$ cat src/rtl/midi_out_arbiter.sv
// midi_out_arbiter
//   Shares one MIDI UART transmitter among N_IN deserialized MIDI input byte
//   streams. One input is locked for a whole MIDI message, so messages from
//   different inputs never interleave. Inputs are picked round-robin among
//   those whose route_mask bit is set.
//
// Ports
//   clk, rst      system clock, synchronous active-high reset
//   route_mask    per-input forwarding enable (sampled for arbitration in IDLE)
//   in_byte       input i byte at [8*i+7:8*i]
//   in_valid      input i byte present
//   in_ready      input i byte consumed this cycle (only the granted input)
//   tx_byte       registered byte to the UART TX
//   tx_valid      registered tx_byte valid, held until tx_ready
//   tx_ready      UART TX accepts tx_byte
//   grant_idx     currently / last granted input
//   busy          a message lock is active
//   timeout_err   one-cycle pulse when a lock is abandoned for inactivity
module midi_out_arbiter #(
    parameter int unsigned N_IN        = 4,
    parameter int unsigned TIMEOUT_CYC = 65535
) (
    input  logic              clk,
    input  logic              rst,
    input  logic [N_IN-1:0]   route_mask,
    input  logic [8*N_IN-1:0] in_byte,
    input  logic [N_IN-1:0]   in_valid,
    output logic [N_IN-1:0]   in_ready,
    output logic [7:0]        tx_byte,
    output logic              tx_valid,
    input  logic              tx_ready,
    output logic [2:0]        grant_idx,
    output logic              busy,
    output logic              timeout_err
);

    localparam int unsigned CNT_W = $clog2(TIMEOUT_CYC);

    typedef enum logic [1:0] {
        S_IDLE,
        S_HEAD,
        S_BODY,
        S_SYSEX
    } state_t;

    state_t           state_q, state_d;
    logic [2:0]       grant_q, grant_d;
    logic [1:0]       rem_q, rem_d;
    logic [CNT_W-1:0] cnt_q, cnt_d;
    logic [7:0]       tx_byte_q, tx_byte_d;
    logic             tx_valid_q, tx_valid_d;
    logic             terr_q, terr_d;

    logic [7:0]       cur_byte;
    logic             cur_valid;
    logic             cur_mask;
    logic             slot_free;
    logic             is_rt;
    logic             acceptable;
    logic             consume;
    logic             forward;
    logic [N_IN-1:0]  req;
    logic             rr_found;
    logic [2:0]       rr_idx;

    // Mux out the granted input by comparison so no variable index is needed.
    always_comb begin
        cur_byte  = '0;
        cur_valid = 1'b0;
        cur_mask  = 1'b0;
        for (int unsigned i = 0; i < N_IN; i++) begin
            if (grant_q == 3'(i)) begin
                cur_byte  = in_byte[8*i +: 8];
                cur_valid = in_valid[i];
                cur_mask  = route_mask[i];
            end
        end
    end

    // Round-robin: the first requester at offsets 1..N_IN after the last grant.
    always_comb begin
        req      = in_valid & route_mask;
        rr_found = 1'b0;
        rr_idx   = grant_q;
        for (int unsigned off = 1; off <= N_IN; off++) begin
            for (int unsigned j = 0; j < N_IN; j++) begin
                if (!rr_found && req[j] && ((32'(grant_q) + off) % N_IN == j)) begin
                    rr_found = 1'b1;
                    rr_idx   = 3'(j);
                end
            end
        end
    end

    assign slot_free = !tx_valid_q || tx_ready;
    assign is_rt     = (cur_byte >= 8'hF8);

    // Which bytes the current state is willing to take; anything else is an
    // interrupting status byte that ends the message without being consumed.
    always_comb begin
        case (state_q)
            S_HEAD:  acceptable = 1'b1;
            S_BODY:  acceptable = !cur_byte[7] || is_rt;
            S_SYSEX: acceptable = !cur_byte[7] || is_rt || (cur_byte == 8'hF7);
            default: acceptable = 1'b0;
        endcase
    end

    always_comb begin
        state_d    = state_q;
        grant_d    = grant_q;
        rem_d      = rem_q;
        cnt_d      = cnt_q;
        tx_byte_d  = tx_byte_q;
        tx_valid_d = tx_valid_q & ~tx_ready;
        terr_d     = 1'b0;
        consume    = 1'b0;
        forward    = 1'b0;

        if (state_q == S_IDLE) begin
            if (rr_found) begin
                grant_d = rr_idx;
                state_d = S_HEAD;
                cnt_d   = '0;
            end
        end else if (!cur_mask) begin
            state_d = S_IDLE;
        end else if (cur_valid && acceptable && slot_free) begin
            consume = 1'b1;
            cnt_d   = '0;
            case (state_q)
                S_HEAD: begin
                    if (!cur_byte[7]) begin
                        // Orphan data byte: swallowed, never forwarded.
                        state_d = S_IDLE;
                    end else begin
                        forward = 1'b1;
                        case (cur_byte[7:4])
                            4'hC, 4'hD: begin
                                rem_d   = 2'd1;
                                state_d = S_BODY;
                            end
                            4'hF: begin
                                case (cur_byte[3:0])
                                    4'h0: begin
                                        rem_d   = 2'd0;
                                        state_d = S_SYSEX;
                                    end
                                    4'h1, 4'h3: begin
                                        rem_d   = 2'd1;
                                        state_d = S_BODY;
                                    end
                                    4'h2: begin
                                        rem_d   = 2'd2;
                                        state_d = S_BODY;
                                    end
                                    default: begin
                                        rem_d   = 2'd0;
                                        state_d = S_IDLE;
                                    end
                                endcase
                            end
                            default: begin
                                rem_d   = 2'd2;
                                state_d = S_BODY;
                            end
                        endcase
                    end
                end
                S_BODY: begin
                    forward = 1'b1;
                    // Realtime bytes pass through without counting.
                    if (!cur_byte[7]) begin
                        rem_d = rem_q - 2'd1;
                        if (rem_q == 2'd1) begin
                            state_d = S_IDLE;
                        end
                    end
                end
                S_SYSEX: begin
                    forward = 1'b1;
                    if (cur_byte == 8'hF7) begin
                        state_d = S_IDLE;
                    end
                end
                default: ;
            endcase
        end else if (cur_valid && !acceptable) begin
            state_d = S_IDLE;
        end else if (cnt_q == CNT_W'(TIMEOUT_CYC - 1)) begin
            // This idle cycle brings the count to TIMEOUT_CYC.
            state_d = S_IDLE;
            terr_d  = 1'b1;
        end else begin
            cnt_d = cnt_q + 1'b1;
        end

        if (consume && forward) begin
            tx_valid_d = 1'b1;
            tx_byte_d  = cur_byte;
        end
    end

    always_comb begin
        for (int unsigned j = 0; j < N_IN; j++) begin
            in_ready[j] = consume && (grant_q == 3'(j));
        end
    end

    always_ff @(posedge clk) begin
        if (rst) begin
            state_q    <= S_IDLE;
            grant_q    <= 3'(N_IN - 1);
            rem_q      <= '0;
            cnt_q      <= '0;
            tx_byte_q  <= '0;
            tx_valid_q <= 1'b0;
            terr_q     <= 1'b0;
        end else begin
            state_q    <= state_d;
            grant_q    <= grant_d;
            rem_q      <= rem_d;
            cnt_q      <= cnt_d;
            tx_byte_q  <= tx_byte_d;
            tx_valid_q <= tx_valid_d;
            terr_q     <= terr_d;
        end
    end

    assign tx_byte     = tx_byte_q;
    assign tx_valid    = tx_valid_q;
    assign grant_idx   = grant_q;
    assign busy        = (state_q != S_IDLE);
    assign timeout_err = terr_q;

endmodule

$ cat config.mk
export PLATFORM = sky130hd
export DESIGN_NAME = midi_out_arbiter
export DESIGN_NICKNAME = d
export VERILOG_FILES = /design/src/rtl/midi_out_arbiter.sv
export SDC_FILE = /design/constraint.sdc
export NUM_CORES = 1
export LEC_CHECK = 0
export CORE_ASPECT_RATIO = 0.5
export CORE_MARGIN = 2
export CORE_UTILIZATION = 48
export CTS_CLUSTER_SIZE = 30
export DETAILED_ROUTE_END_ITERATION = 16
export PLACE_DENSITY = 0.8
export SETUP_SLACK_MARGIN = 0.3
export SLEW_MARGIN = 20
export SYNTH_ARGS = -nofsm -noshare
export SYNTH_HDL_FRONTEND = slang
export SYNTH_SLANG_ARGS = --single-unit
export TNS_END_PERCENT = 5
$ cat constraint.sdc
create_clock -name clk -period 3 [get_ports clk]
set_input_delay 0.6 -clock clk [delete_from_list [all_inputs] [get_ports clk]]
set_output_delay 0.6 -clock clk [all_outputs]
set_load 0.1 [all_outputs]
* Yosys cells after proc, flatten, opt, wreduce, memory -nomap -nowiden
Index checks and enable logic that the tools add are counted.
Word-level totals: output and inout port bits 18, bits in registers 33, word-level logic and storage cells 215, bits of input ports 43
Cells by class: multiplexer cells 79, add/subtract/negate cells 6, bitwise logic cells 5, order comparisons 1, equality and inequality tests 37, reduce and logical (&&, ||, !) cells 80
Operator list (number):
- zero test 32 bit | 4
- 2-to-1 mux 16 bit | 6
- 2-to-1 mux 3 bit | 16
- logical AND 1 bit | 39
- 2-to-1 mux 1 bit | 33
- 2-to-1 mux 8 bit | 4
- 2-to-1 mux 2 bit | 13
- == test 2 bit (second input constant) | 10
- zero test 1 bit | 18
- adder 16 x 1 -> 16 bit (second input constant) | 1
- == test 16 bit (second input constant) | 1
- case mux 2 bit (2 select lines) | 4
- nonzero test 16 bit | 1
- inequality test 5 bit (second input constant) | 3
- == test 2 x 1 -> 1 bit (second input constant) | 6
- == test 4 bit (second input constant) | 3
- AND reduction 6 bit | 2
- == test 4 x 2 -> 1 bit (second input constant) | 2
- == test 8 bit (second input constant) | 1
- greater-or-equal comparator 8 bit (second input constant) | 1
- == test 3 x 2 -> 1 bit (second input constant) | 2
- inequality test 2 bit (second input constant) | 3
- inequality test 3 bit (second input constant) | 2
- inequality test 6 x 3 -> 1 bit (second input constant) | 1
- 22 further kinds | 32

* Longest topological paths before layout
depth in word-level cells 66, depth in mapped cells 11, gate-level depth less buffers 9

* Worst setup path after synthesis
OpenSTA, ideal clock, no wires.
path kind reg2out, start point register grant_q[0], in the netlist grant_idx[0], end point output port in_ready[0], setup slack -2.452 ns, cell stages (with the launch flop) 7, data arrival time 4.852 ns, buffers on the path 1, required time 2.400 ns, cell sequence dfxtp_1 > buf_6 > mux4_2 > and4b_2 > nand3_4 > a2111oi_4 > nor3b_1
Between the ends: longest elaborated chain between the ends 15, elaborated cells between the ends (all ways) 28, classes of those cells order compare: 1; eq/ne: 4; mux: 16; reduce/logical: 7
RTL lines:
- from (decl) | RTL line 47 | logic [2:0] grant_q, grant_d;
- from (signal assigned) | RTL line 213 | grant_q <= 3'(N_IN - 1);
- from (signal assigned) | RTL line 221 | grant_q <= grant_d;
- zero test 3 bit | RTL line 72, 206
- 2-to-1 mux 8 bit (4 in a row) | RTL line 72 | if (grant_q == 3'(i)) begin
- greater-or-equal comparator 8 bit or zero test 1 bit (tied branches)
- logical OR 1 bit | RTL line 103, 104
- logical OR 1 bit | RTL line 104 | S_SYSEX: acceptable = !cur_byte[7] || is_rt || (cur_byte == 8'hF7);
- case mux 1 bit (3 select lines) | RTL line 101 | case (state_q)
- logical AND 1 bit (2 in a row) | RTL line 128 | end else if (cur_valid && acceptable && slot_free) begin
- 2-to-1 mux 1 bit | RTL line 128
- 2-to-1 mux 1 bit | RTL line 126 | end else if (!cur_mask) begin
- 2-to-1 mux 1 bit | RTL line 120 | if (state_q == S_IDLE) begin
- logical AND 1 bit * | RTL line 206 | in_ready[j] = consume && (grant_q == 3'(j));
- to (decl) | RTL line 28 | output logic [N_IN-1:0] in_ready,
Every way passes the cells marked *; elsewhere a longest branch is shown, timed or not.

* Final worst setup path
Ends and elaborated chain as after synthesis.

==> impl_metrics.toml <==
[floorplanning]
core-area_um2 = 4360
rows = 17
initial_core_util = 0.493
die_w_um = 98.6
die_area_um2 = 5060
ioPinCount = 61
die_height_um = 51.3

[power]
pwr-share-seq = 0.272
leakagePower_uw = 0.00130
powerDensity_nw_per_um2 = 597
p_int_uw = 1090
finalPower_uw = 1860
clkPwrFrac = 0.190
p_sw_uw = 777
p_sw_frac = 0.417
comb_power_share = 0.538
irDropWorstVdd_uv = 278

[detailed_routing]
routed_wl_um = 5950
ant_nets = 0
wl_per_cell_um = 15.0
vias = 2277
drc_errors = 0
drtPass1Iterations = 4
drtIter0Drc = 135
routed_via_density = 5.75

[timing]
finalCritPeriodShare = 1.04
finalWorstSetupSlack_ns = -0.108
report.final.setup_viol = 4
fin_worst_skew_ns = 0.00361
finalMaxSlewViolations = 0
totalNegativeSetupSlack_ns = -0.261
fmaxAchievable_mhz = 322
rsz0062_at_grt = "true"
period_needed_ns = 3.11
hold_violations = 0

[setup_path]
crit_buf_inv = 1
cp_data_required_time_ns = 2.40
worstSetupPathType = "reg -> out"
worstSetupStartpointType = "flip-flop"
startpoint = "grant_idx[0]$_SDFFE_PP1P_"
crit_family = "simple AND/OR/NAND/NOR gates"
cp-endpoint = "in_ready[0]"
end_kind = "output port"
reg2reg_to = "cnt_q[15]$_SDFFE_PP0P_"
worstSetupPathDepth = 6
r2r_cells = 8
path_max_fanout = 5
rrSetupSlack_ns = 0.26
timing.rr.start = "grant_idx[0]$_SDFFE_PP1P_"
cpPeakStageDelay_ns = 0.51
arrival_ns = 2.51
slowest_stage = "mux4_2"
worstPathCellList = "mux4_2, and4b_2, nand3_4, a2111oi_4, nor3b_4, buf_12"

[final_layout]
regArea_um2 = 648
nets = 389
layout_common_cells = "buf_4, dfxtp_1, nor2_1"
final_common_cell = "buf_4"
nFillCells = 323
area_growth_pct = 45.5
multi_input_area_um2 = 1420
drive_gt1_frac = 0.283
insertedDiodeCount = 0

[synthesis]
synth_seq_cells = 32
syn_nets = 297
yosysSeqAreaShare = 0.298
synth.area.mux_share = 0.161
synth_compound_area_frac = 0.146
avgSynthCellArea_um2 = 8.73
synth_cell_types = 49
synth_area_um2 = 2150
syn_inst = 246
synth-edff-count = 0
synth_flop_cell = "dfxtp_1"
synth_adder_area_share = 0.0466
synth_xor_area_frac = 0.0408
ys_warn_count = 0
synth-simple-area-share = 0.255
synth_top_area_share = 0.298
async_reset_ff_frac = 0
synth_area_leaders = "dfxtp_1, mux4_2, mux2i_1"
synth_top_family_by_area = "simple AND/OR/NAND/NOR gates"
synth_top_area_cell = "dfxtp_1"

[clocking]
clkLatencyLatePin_ns = 0.29
clockBufferDepth = 2
cts_root_buf = "clkbuf_8"
h-tree-depth = 2
cts.clk_slew.worst_paths_ns = 0.07
clkSinkCount = 32
holdBufCountCts = 0
numCtsBuffers = 5
cts_tree = "built"

[grt]
grt_pass1_wl_um = 10200
track_usage = 0.255
first_global_vias = 2293
grt_overflow_total = 0
grt_max_degree = 21
grt_antenna_before_repair = 0

[hold_path]
hold_path.class = "reg -> reg"
hold_path_startpoint = "cnt_q[10]$_SDFFE_PP0P_"
whs_path_depth = 2

[placed_design]
dp_hpwl_um = 4490
place_congestion = 0.884
io_buffers = 59

[status]
violations = "setup timing"
outcome = "finished with violations"

[run]
max_cap_viol_count = 0
## sequential cells by signal, indices dropped and copies added (netlist names)
register	count
cnt_q	16
grant_idx	2
rem_q	2
state_q	2
timeout_err	1
tx_byte	8
tx_valid	1
## timing repair
action,in CTS,in global routing
pin swaps,5,4
hold endpoints to repair,0,0
endpoints found under the setup margin,30,17
resized for setup,44,5
setup buffers,5,0
## power groups by stage
stage                     combinational [µW]  clock [µW]  sequential, µW
after floorplan                          590           0             540
after global placement                   934           0             520
after detailed placement                 954           0             523
after CTS                                988         357             505
after global routing                    1090         388             513
final                                   1000         354             507
## per-stage QoR
stage | worst slack, ns | utilization | hold WS [ns] | instance area, µm² | cells
2_1_floorplan | -0.559 | - | 0.454 | 2180 | 246
3_3_place_gp | -0.380 | 0.697 | 0.466 | 3040 | 383
3_5_place_dp | -0.439 | 0.697 | 0.484 | 3040 | 383
4_1_cts | -0.162 | 0.715 | 0.495 | 3120 | 396
5_1_grt | -0.187 | 0.717 | 0.512 | 3130 | 396
6_report | -0.108 | 0.717 | 0.500 | 3130 | 396
## area by class of cell
type,instances,area share
tap,57,0.0228
multi-input combinational,190,0.456
clock buffer,7,0.0276
clock inverter,1,0.00200
sequential,32,0.207
inverter,12,0.0156
timing repair buffer,97,0.269
## how the worst min path moves through the flow
stage | end | slack [ns]
final | cnt_q[10]$_SDFFE_PP0P_ | 0.50
after global routing | cnt_q[10]$_SDFFE_PP0P_ | 0.51
after CTS | cnt_q[10]$_SDFFE_PP0P_ | 0.50
after floorplan | cnt_q[15]$_SDFFE_PP0P_ | 0.45
after detailed placement | cnt_q[10]$_SDFFE_PP0P_ | 0.48
after global placement | cnt_q[15]$_SDFFE_PP0P_ | 0.47
## per-layer routing
metal,vias up,global-route usage,part of all wire
li1,1089,-,-
met3,11,0.0602,0.068
met4,0,0.0982,0.016
met2,96,0.447,0.49
met5,-,0,0
met1,1081,0.309,0.43
## worst register-to-register path: cells and delay by family, from the launching register on
family	cells	cell delay [ns]
AOI/OAI and AO/OA	1	0.15
buffers and inverters	1	0.16
muxes	1	0.51
DFF	1	0.38
and+or+nand+nor	5	1.48
## synth_stat cells (all sizes together), types with 2 or more instances
cell,number
dfxtp,32
nor2,30
nand2,24
a21oi,14
inv,12
mux2i,12
mux4,10
xnor2,10
nand4,9
ha,8
nand3,8
nor3,8
buf,7
o21ai,7
clkbuf,5
a211oi,4
and3,4
o31ai,4
or3,4
and4,3
o211ai,3
or2,3
a221oi,2
a31o,2
nor3b,2
nor4,2
## cells by family (layout without fill, tap and decap cells)
logic type | after synthesis | after routing
other cells | 1 | 1
fa+ha+maj | 8 | 8
compound gates | 44 | 44
mux | 22 | 22
flops | 32 | 32
simple gates | 105 | 105
buf+inv | 24 | 117
xor+xnor | 10 | 10
Note: power is estimated with default switching activity, not from simulation.
